==> config.mk <==
export PLATFORM = sky130hd
export DESIGN_NAME = sprite_line_fetcher
export DESIGN_NICKNAME = d
export VERILOG_FILES = /design/src/rtl/sprite_line_fetcher.sv
export SDC_FILE = /design/constraint.sdc
export NUM_CORES = 1
export LEC_CHECK = 0
export CAP_MARGIN = 20
export CELL_PAD_IN_SITES_DETAIL_PLACEMENT = 0
export CELL_PAD_IN_SITES_GLOBAL_PLACEMENT = 1
export CORE_ASPECT_RATIO = 0.6
export CORE_MARGIN = 4
export CORE_UTILIZATION = 23
export DETAILED_ROUTE_END_ITERATION = 8
export PLACE_DENSITY_LB_ADDON = 0.1
export REMOVE_ABC_BUFFERS = 1
export SYNTH_ARGS = -nofsm -noshare
export SYNTH_HDL_FRONTEND = slang
export SYNTH_SLANG_ARGS = --single-unit
export TNS_END_PERCENT = 5
==> constraint.sdc <==
create_clock -name clk -period 7.6 [get_ports clk]
set_input_delay 2.28 -clock clk [delete_from_list [all_inputs] [get_ports clk]]
set_output_delay 2.28 -clock clk [all_outputs]
set_load 0.02 [all_outputs]
==> src/rtl/sprite_line_fetcher.sv <==
// Per-scanline sprite fetch (during hblank) and registered pixel serialiser (during active video).
// Optional sticky collision output is built only when SPRITE_COLLISION_EN is defined.
module sprite_line_fetcher #(
    parameter int NUM_SPRITES = 4
) (
    input  logic                     clk,
    input  logic                     reset,
    input  logic                     hblank_start,
    input  logic [9:0]               next_line,
    input  logic                     video_active,
    input  logic [9:0]               pixel_x,
    input  logic [NUM_SPRITES-1:0]   sprite_en,
    input  logic [NUM_SPRITES*10-1:0] sprite_x,
    input  logic [NUM_SPRITES*10-1:0] sprite_y,
    input  logic [NUM_SPRITES*4-1:0] sprite_id,
    input  logic [NUM_SPRITES*2-1:0] sprite_orient,
    output logic [3:0]               rom_sprite_ID,
    output logic [1:0]               rom_orientation,
    output logic [2:0]               rom_line_index,
    input  logic [7:0]               rom_data,
    output logic                     pixel_on,
    output logic [3:0]               pixel_sprite_id,
    output logic                     fetch_busy,
    output logic                     fetch_done
`ifdef SPRITE_COLLISION_EN
    ,
    output logic                     collision
`endif
);

    localparam int IDX_W = (NUM_SPRITES > 1) ? $clog2(NUM_SPRITES) : 1;

    typedef enum logic [1:0] {
        S_IDLE,
        S_SCAN,
        S_DONE
    } state_t;

    state_t             r_state;
    state_t             w_state_next;
    logic [IDX_W-1:0]   r_idx;
    logic [IDX_W-1:0]   w_idx_next;
    logic [9:0]         r_line;

    // Unpacked views of the live sprite table
    logic [9:0]         w_tab_x      [NUM_SPRITES];
    logic [9:0]         w_tab_y      [NUM_SPRITES];
    logic [3:0]         w_tab_id     [NUM_SPRITES];
    logic [1:0]         w_tab_orient [NUM_SPRITES];

    // Line buffer
    logic [NUM_SPRITES-1:0] r_valid;
    logic [7:0]         r_slot_row [NUM_SPRITES];
    logic [9:0]         r_slot_x   [NUM_SPRITES];
    logic [3:0]         r_slot_id  [NUM_SPRITES];

    logic [10:0]        w_dy;
    logic               w_hit;
    logic               w_last;

    logic [10:0]        w_dx     [NUM_SPRITES];
    logic [NUM_SPRITES-1:0] w_opaque;
    logic               w_pix_on;
    logic [3:0]         w_pix_id;

    always_comb begin
        for (int i = 0; i < NUM_SPRITES; i++) begin
            w_tab_x[i]      = sprite_x[i*10 +: 10];
            w_tab_y[i]      = sprite_y[i*10 +: 10];
            w_tab_id[i]     = sprite_id[i*4 +: 4];
            w_tab_orient[i] = sprite_orient[i*2 +: 2];
        end
    end

    assign w_last = (r_idx == IDX_W'(NUM_SPRITES - 1));

    // NOTE: state registers use non-blocking assignments so every flop samples pre-edge values.
    always_ff @(posedge clk or posedge reset) begin
        if (reset) begin
            r_state <= S_IDLE;
            r_idx   <= '0;
            r_line  <= '0;
        end else begin
            r_state <= w_state_next;
            r_idx   <= w_idx_next;
            if (hblank_start) begin
                r_line <= next_line;
            end
        end
    end

    // NOTE: every always_comb output gets a default first so no path can infer a latch.
    always_comb begin
        w_state_next = r_state;
        w_idx_next   = r_idx;
        if (hblank_start) begin
            w_state_next = S_SCAN;
            w_idx_next   = '0;
        end else begin
            case (r_state)
                S_IDLE: w_state_next = S_IDLE;
                S_SCAN: begin
                    if (w_last) begin
                        w_state_next = S_DONE;
                        w_idx_next   = '0;
                    end else begin
                        w_idx_next   = r_idx + IDX_W'(1);
                    end
                end
                S_DONE:  w_state_next = S_IDLE;
                default: w_state_next = S_IDLE;
            endcase
        end
    end

    // Zero-extended subtraction: a sprite starting below the line sets bit 10 and never hits.
    assign w_dy  = {1'b0, r_line} - {1'b0, w_tab_y[r_idx]};
    assign w_hit = (r_state == S_SCAN) && sprite_en[r_idx] && (w_dy[10:3] == '0);

    always_comb begin
        rom_sprite_ID   = 4'hF;
        rom_orientation = 2'd0;
        rom_line_index  = 3'd0;
        if (r_state == S_SCAN) begin
            rom_sprite_ID   = w_tab_id[r_idx];
            rom_orientation = w_tab_orient[r_idx];
            rom_line_index  = w_dy[2:0];
        end
    end

    assign fetch_busy = (r_state == S_SCAN);
    assign fetch_done = (r_state == S_DONE);

    always_ff @(posedge clk or posedge reset) begin
        if (reset) begin
            r_valid <= '0;
        end else if (hblank_start) begin
            r_valid <= '0;
        end else if (w_hit) begin
            r_valid[r_idx] <= 1'b1;
        end
    end

    // NOTE: slot payload is not reset; it is never observed unless its valid bit is set.
    always_ff @(posedge clk) begin
        if (!hblank_start && w_hit) begin
            r_slot_row[r_idx] <= rom_data;
            r_slot_x[r_idx]   <= w_tab_x[r_idx];
            r_slot_id[r_idx]  <= w_tab_id[r_idx];
        end
    end

    always_comb begin
        for (int i = 0; i < NUM_SPRITES; i++) begin
            w_dx[i]     = {1'b0, pixel_x} - {1'b0, r_slot_x[i]};
            w_opaque[i] = r_valid[i] && (w_dx[i][10:3] == '0)
                          && !r_slot_row[i][3'd7 - w_dx[i][2:0]];
        end
    end

    // Walk from the highest slot down so the lowest opaque index is the one left standing.
    always_comb begin
        w_pix_on = 1'b0;
        w_pix_id = 4'd0;
        for (int i = NUM_SPRITES - 1; i >= 0; i--) begin
            if (w_opaque[i]) begin
                w_pix_on = 1'b1;
                w_pix_id = r_slot_id[i];
            end
        end
    end

    always_ff @(posedge clk or posedge reset) begin
        if (reset) begin
            pixel_on        <= 1'b0;
            pixel_sprite_id <= 4'd0;
        end else begin
            pixel_on        <= video_active && w_pix_on;
            pixel_sprite_id <= video_active ? w_pix_id : 4'd0;
        end
    end

`ifdef SPRITE_COLLISION_EN
    logic [3:0] w_opaque_cnt;

    always_comb begin
        w_opaque_cnt = 4'd0;
        for (int i = 0; i < NUM_SPRITES; i++) begin
            w_opaque_cnt = w_opaque_cnt + {3'd0, w_opaque[i]};
        end
    end

    always_ff @(posedge clk or posedge reset) begin
        if (reset) begin
            collision <= 1'b0;
        end else if (video_active && (w_opaque_cnt >= 4'd2)) begin
            collision <= 1'b1;
        end
    end
`endif

endmodule

Word-level counts from Yosys, hierarchy flattened:

Memories as Yosys holds them, arrays and structs flattened.
Cells that the tools add are included.

* bitwise operators: 2
* muxes and demuxes: 46
* magnitude comparators: 7
* add/subtract/negate cells: 10
* equal/unequal tests: 4
* reductions and logical operators: 25

Operators by type and width (number)
* $sub A10 B10 Y11: 5
* $bmux W10 S2: 2
* $logic_not A8 Y1: 5
* $mux W10: 4
* $mux W4: 10
* $mux W2: 9
* $lt A3 B4 Y1 const B: 4
* $logic_and A1 B1 Y1: 13
* $bmux W1 S3: 4
* $mux W1: 12
* $sub A3 B3 Y3 const A: 4
* $bmux W4 S2: 1
* $logic_not A1 Y1: 5
* $bmux W2 S2: 1
* $eq A2 B2 Y1 const B: 2
* $or A4 B4 Y4: 1
* $reduce_bool A2 Y1: 2
* $ge A3 B3 Y1 const B: 1
* $lt A2 B3 Y1 const B: 1
* $mux W3: 1
* $ne A3 B2 Y1 const B: 1
* $not A2 Y3: 1
* $add A2 B1 Y2 const B: 1
* $bmux W1 S2: 1
* 3 further kinds: 3

* bits in registers: 23
* input bits: 140
* bits in writable memories: 88
* logic and storage cells: 103
* memories: 3

Memory list
* r_slot_x: depth 4, bits a word 10, read ports 4, clocked after Yosys merged registers in 0, wr ports 1, line 54 `logic [9:0] r_slot_x [NUM_SPRITES];`
* r_slot_row: depth 4, bits a word 8, read ports 4, clocked after Yosys merged registers in 0, wr ports 1, line 53 `logic [7:0] r_slot_row [NUM_SPRITES];`
* r_slot_id: depth 4, bits a word 4, read ports 4, clocked after Yosys merged registers in 0, wr ports 1, line 55 `logic [3:0] r_slot_id [NUM_SPRITES];`

Logic depth before layout (Yosys ltp):

* depth in word-level cells: 11
* depth in mapped cells: 14
* depth with buffers taken out: 12

Worst setup path before layout:

No wires, ideal clock.

* kind: in2reg
* start: in sprite_y[31]
* end: mem r_slot_id[0][0], enable pin
* library setup time: 0.401 ns
* arrival: 5.510 ns
* setup slack: 1.689 ns
* cell stages on the path: 11
* required time: 7.199 ns
* cell sequence: mux4_2 inv_1 ha_1 nor2b_1 o21ai_0 a21boi_0 o21ai_0 a21oi_1 a211o_1 a2111o_1 nor2_1

* word-level cells in the longest chain between the ends: 9

Ends and longest elaborated chain
* start: declaration: line 14 `input logic [NUM_SPRITES*10-1:0] sprite_y,`
* $bmux W10 S2: line 117 `assign w_dy = {1'b0, r_line} - {1'b0, w_tab_y[r_idx]};`
* $mux W10 (not written as such) (2 in series): line 117
* $sub A10 B10 Y11: line 117
* $logic_not A8 Y1: line 118 `assign w_hit = (r_state == S_SCAN) && sprite_en[r_idx] && (w_dy[10:3] == '0);`
* $logic_and A1 B1 Y1: line 118
* $logic_and A1 B1 Y1: line 146 `if (!hblank_start && w_hit) begin`
* $mux W1: line 146
* $mux W1 (not written as such): line 149 `r_slot_id[r_idx] <= w_tab_id[r_idx];`
* end: declaration: line 55

No other way between the ends. The select of a mux whose other input is x is not followed.

Worst setup path after layout:

* start: in sprite_y[30]
* end: out rom_line_index[1]

* word-level cells in the longest chain between the ends: 5

Ends and longest elaborated chain
* $bmux W10 S2: line 117
* $mux W10 (not written as such) (2 in series): line 117
* $sub A10 B10 Y11: line 117
* $mux W3: line 124 `if (r_state == S_SCAN) begin`
* end: declaration: line 19 `output logic [2:0] rom_line_index,`

No other way between the ends. The select of a mux whose other input is x is not followed.

==> qor.txt <==
Iter 0 DRT Violations = 473
main combinational cell family by area after synthesis = multiplexers
Max Fclk = 0.1471 GHz
Avg Synthesized Cell Area = 11.98 um2
max-cap viol count = 0
Clock Sinks = 111
DIE HEIGHT = 143.6 um
Nets = 950
leakage = 0.003571 uW
post-synthesis adder-cell area fraction = 11.01%
worst setup margin = 0.8008 ns
core area = 0.03004 mm2
post-route ant nets = 0
# H-tree levels = 3
root buffer cell = clkbuf_16
Slew Limit Headroom = 46.09%
final setup vio count = 0
I/O Buffers = 155
antenna violations before repair = 1
routed len/inst = 18.77 um
Final Hold Fails = 0
Power per Cell Area = 208.3 mW/mm2
commonest non-fill, non-tap cell in the layout = clkdlybuf4s50_1
Reg clk slew, reported paths = 0.07 ns
Synth Warn # = 0
CP endpoint kind = output port
layout cells sized above 1 = 11.11%
GRT Total Usage = 12.86%
VDD IR max = 94.17 uV
worst r2r path cells = 13
crit path launch type = input port
Crit Path Max Fanout = 2
post_cts resized = 0
CTS buffer count = 9
Post-Place Cell Area = 0.009160 mm2
Post-Place Worst Slack = 0.7919 ns
Via Count = 5299
hpwl dp = 18220 um
Post-synth EDFFs = 88
post-synthesis xor/xnor area fraction = 2.113%
drt drc = 0
Site Rows = 49
area fraction in compound gates after synthesis = 11.54%
pin count of the biggest net entering global routing = 24
vias in the first global route = 5390
Hold Path Depth = 1
Final Cycle Share = 89.46%
Power Total = 1981 uW
status = finished, final reports clean
Max Root-Sink Buffers = 2
DRT Wirelength = 21850 um
Setup CP Type = input port to output port
io pins = 156
GR Overflow Total = 0
die width = 234.0 um
Post-CTS Setup Bufs = 0
most frequent cells in the layout = clkdlybuf4s50_1, edfxtp_1, inv_1
synthesis-to-finish area growth = 34.98%
ANT cells = 0
Yosys cell types = 60
Gate Count Post-Synth = 588
first-pass GRT wire length = 32190 um
Yosys reg bits = 111
insertion delay to the later sink of the worst-skew pair = 0.37 ns
starting density of the core = 23.46%
hold crit path type = flop to flop
GPL Wtd Cong = 0.7585
Simple-Gate Fraction of Synth Area = 10.33%
setup TNS = 0 ns
Seq/Total Area, Yosys = 45.67%
crit path DAT = 4.52 ns
Finished Cell Area = 0.009512 mm2
Critical Path RT = 5.32 ns
crit path time final = 6.799 ns
hold_buf cts = 0
area of the mapped netlist = 0.007047 mm2
max-slew violations = 0
Worst Max-Slew Pin Slew = 0.8087 ns
RSZ-0062 raised after global routing = false
asr flop ratio synth = 20.72%
Post-Route Skew = 0.01195 ns
DRT Pass-1 Iters = 5
TritonCTS clock tree = done
post-synthesis mux area share = 14.49%
vias per inst = 4.552
die area = 0.03359 mm2
Primary FF master, synth = edfxtp_1
## cell families after synthesis
family	Yosys count
adder cells (fa/ha/maj)	59
AND/OR/NAND/NOR	134
flip-flops	111
AO/OA/AOI/OAI	120
XOR/XNOR	17
buffers and inverters	91
multiplexers	56
## synth_stat cells (9+ instances only)
cell,count,area (um2)
nand2_1,18,67.56
nor3_1,13,65.06
mux4_2,33,743.2
nor2_1,31,116.4
o22ai_1,9,56.30
nand3_1,10,50.05
inv_1,78,292.8
xnor2_1,9,78.83
mux2_2,12,135.1
edfxtp_1,88,2643
mux2i_1,9,90.09
a21oi_1,28,140.1
dfrtp_1,23,575.6
nand2b_1,13,81.33
o21ai_0,24,120.1
ha_1,54,675.7
## cell type report
cell class | count | area [um2]
clock buffers | 10 | 239.0
clock inverters | 6 | 85.08
fillers | 3057 | 20530
inverters | 79 | 296.5
multi-input cells | 386 | 3497
flip-flops and latches | 111 | 3219
well taps | 408 | 510.5
repair buffers | 164 | 1664
## path summary, 6_finish.rpt
path / from / end / slack (ns)
max reg2reg: r_idx[0] / r_slot_x[3][3] / 2.59
max in group asynchronous: reset / r_idx[0] / 5.10
min in group asynchronous: reset / r_line[9] / 2.12
min: r_line[4] / r_line[4] / 0.52
min reg2reg: r_line[4] / r_line[4] / 0.52
max: sprite_y[30] / rom_line_index[1] / 0.80
## per-layer routing
layer,track usage (%),share of wire [%],vias to the layer above
met4,2.530,0.94,0
met5,0,0,-
met3,2.139,3.2,10
met2,17.75,41,114
met1,20.79,55,2626
li1,-,-,2549
## state kept, by name, indices dropped and copies added (netlist names)
register and count:
pixel_on 1, pixel_sprite_id 4, r_idx 2, r_line 10, r_slot_id 16, r_slot_row 32
r_slot_x 40, r_state 2, r_valid 4
## metrics by stage
step	utilization (%)	cells	hold WS, ns
final	31.66	1164	0.5205
after global routing	31.66	1164	0.5419
after CTS	31.57	1163	0.5257
after detailed placement	30.49	1147	0.5083
after global placement	30.49	1147	0.5000
after floorplan	-	576	0.4874
## critical path: stages
cell	delay [ns]
clkdlybuf4s50_1	0.40
mux4_2	0.46
ha_1	0.22
inv_1	0.08
fa_1	0.40
and2_1	0.14
clkdlybuf4s50_1	0.53
## power by group
group          switching, uW  total [uW]  internal [uW]
logic                    385         741            356
registers               27.6         731            703
clock network            236         510            274
total                    648        1980           1330
Power figures use the tool's default switching activity.
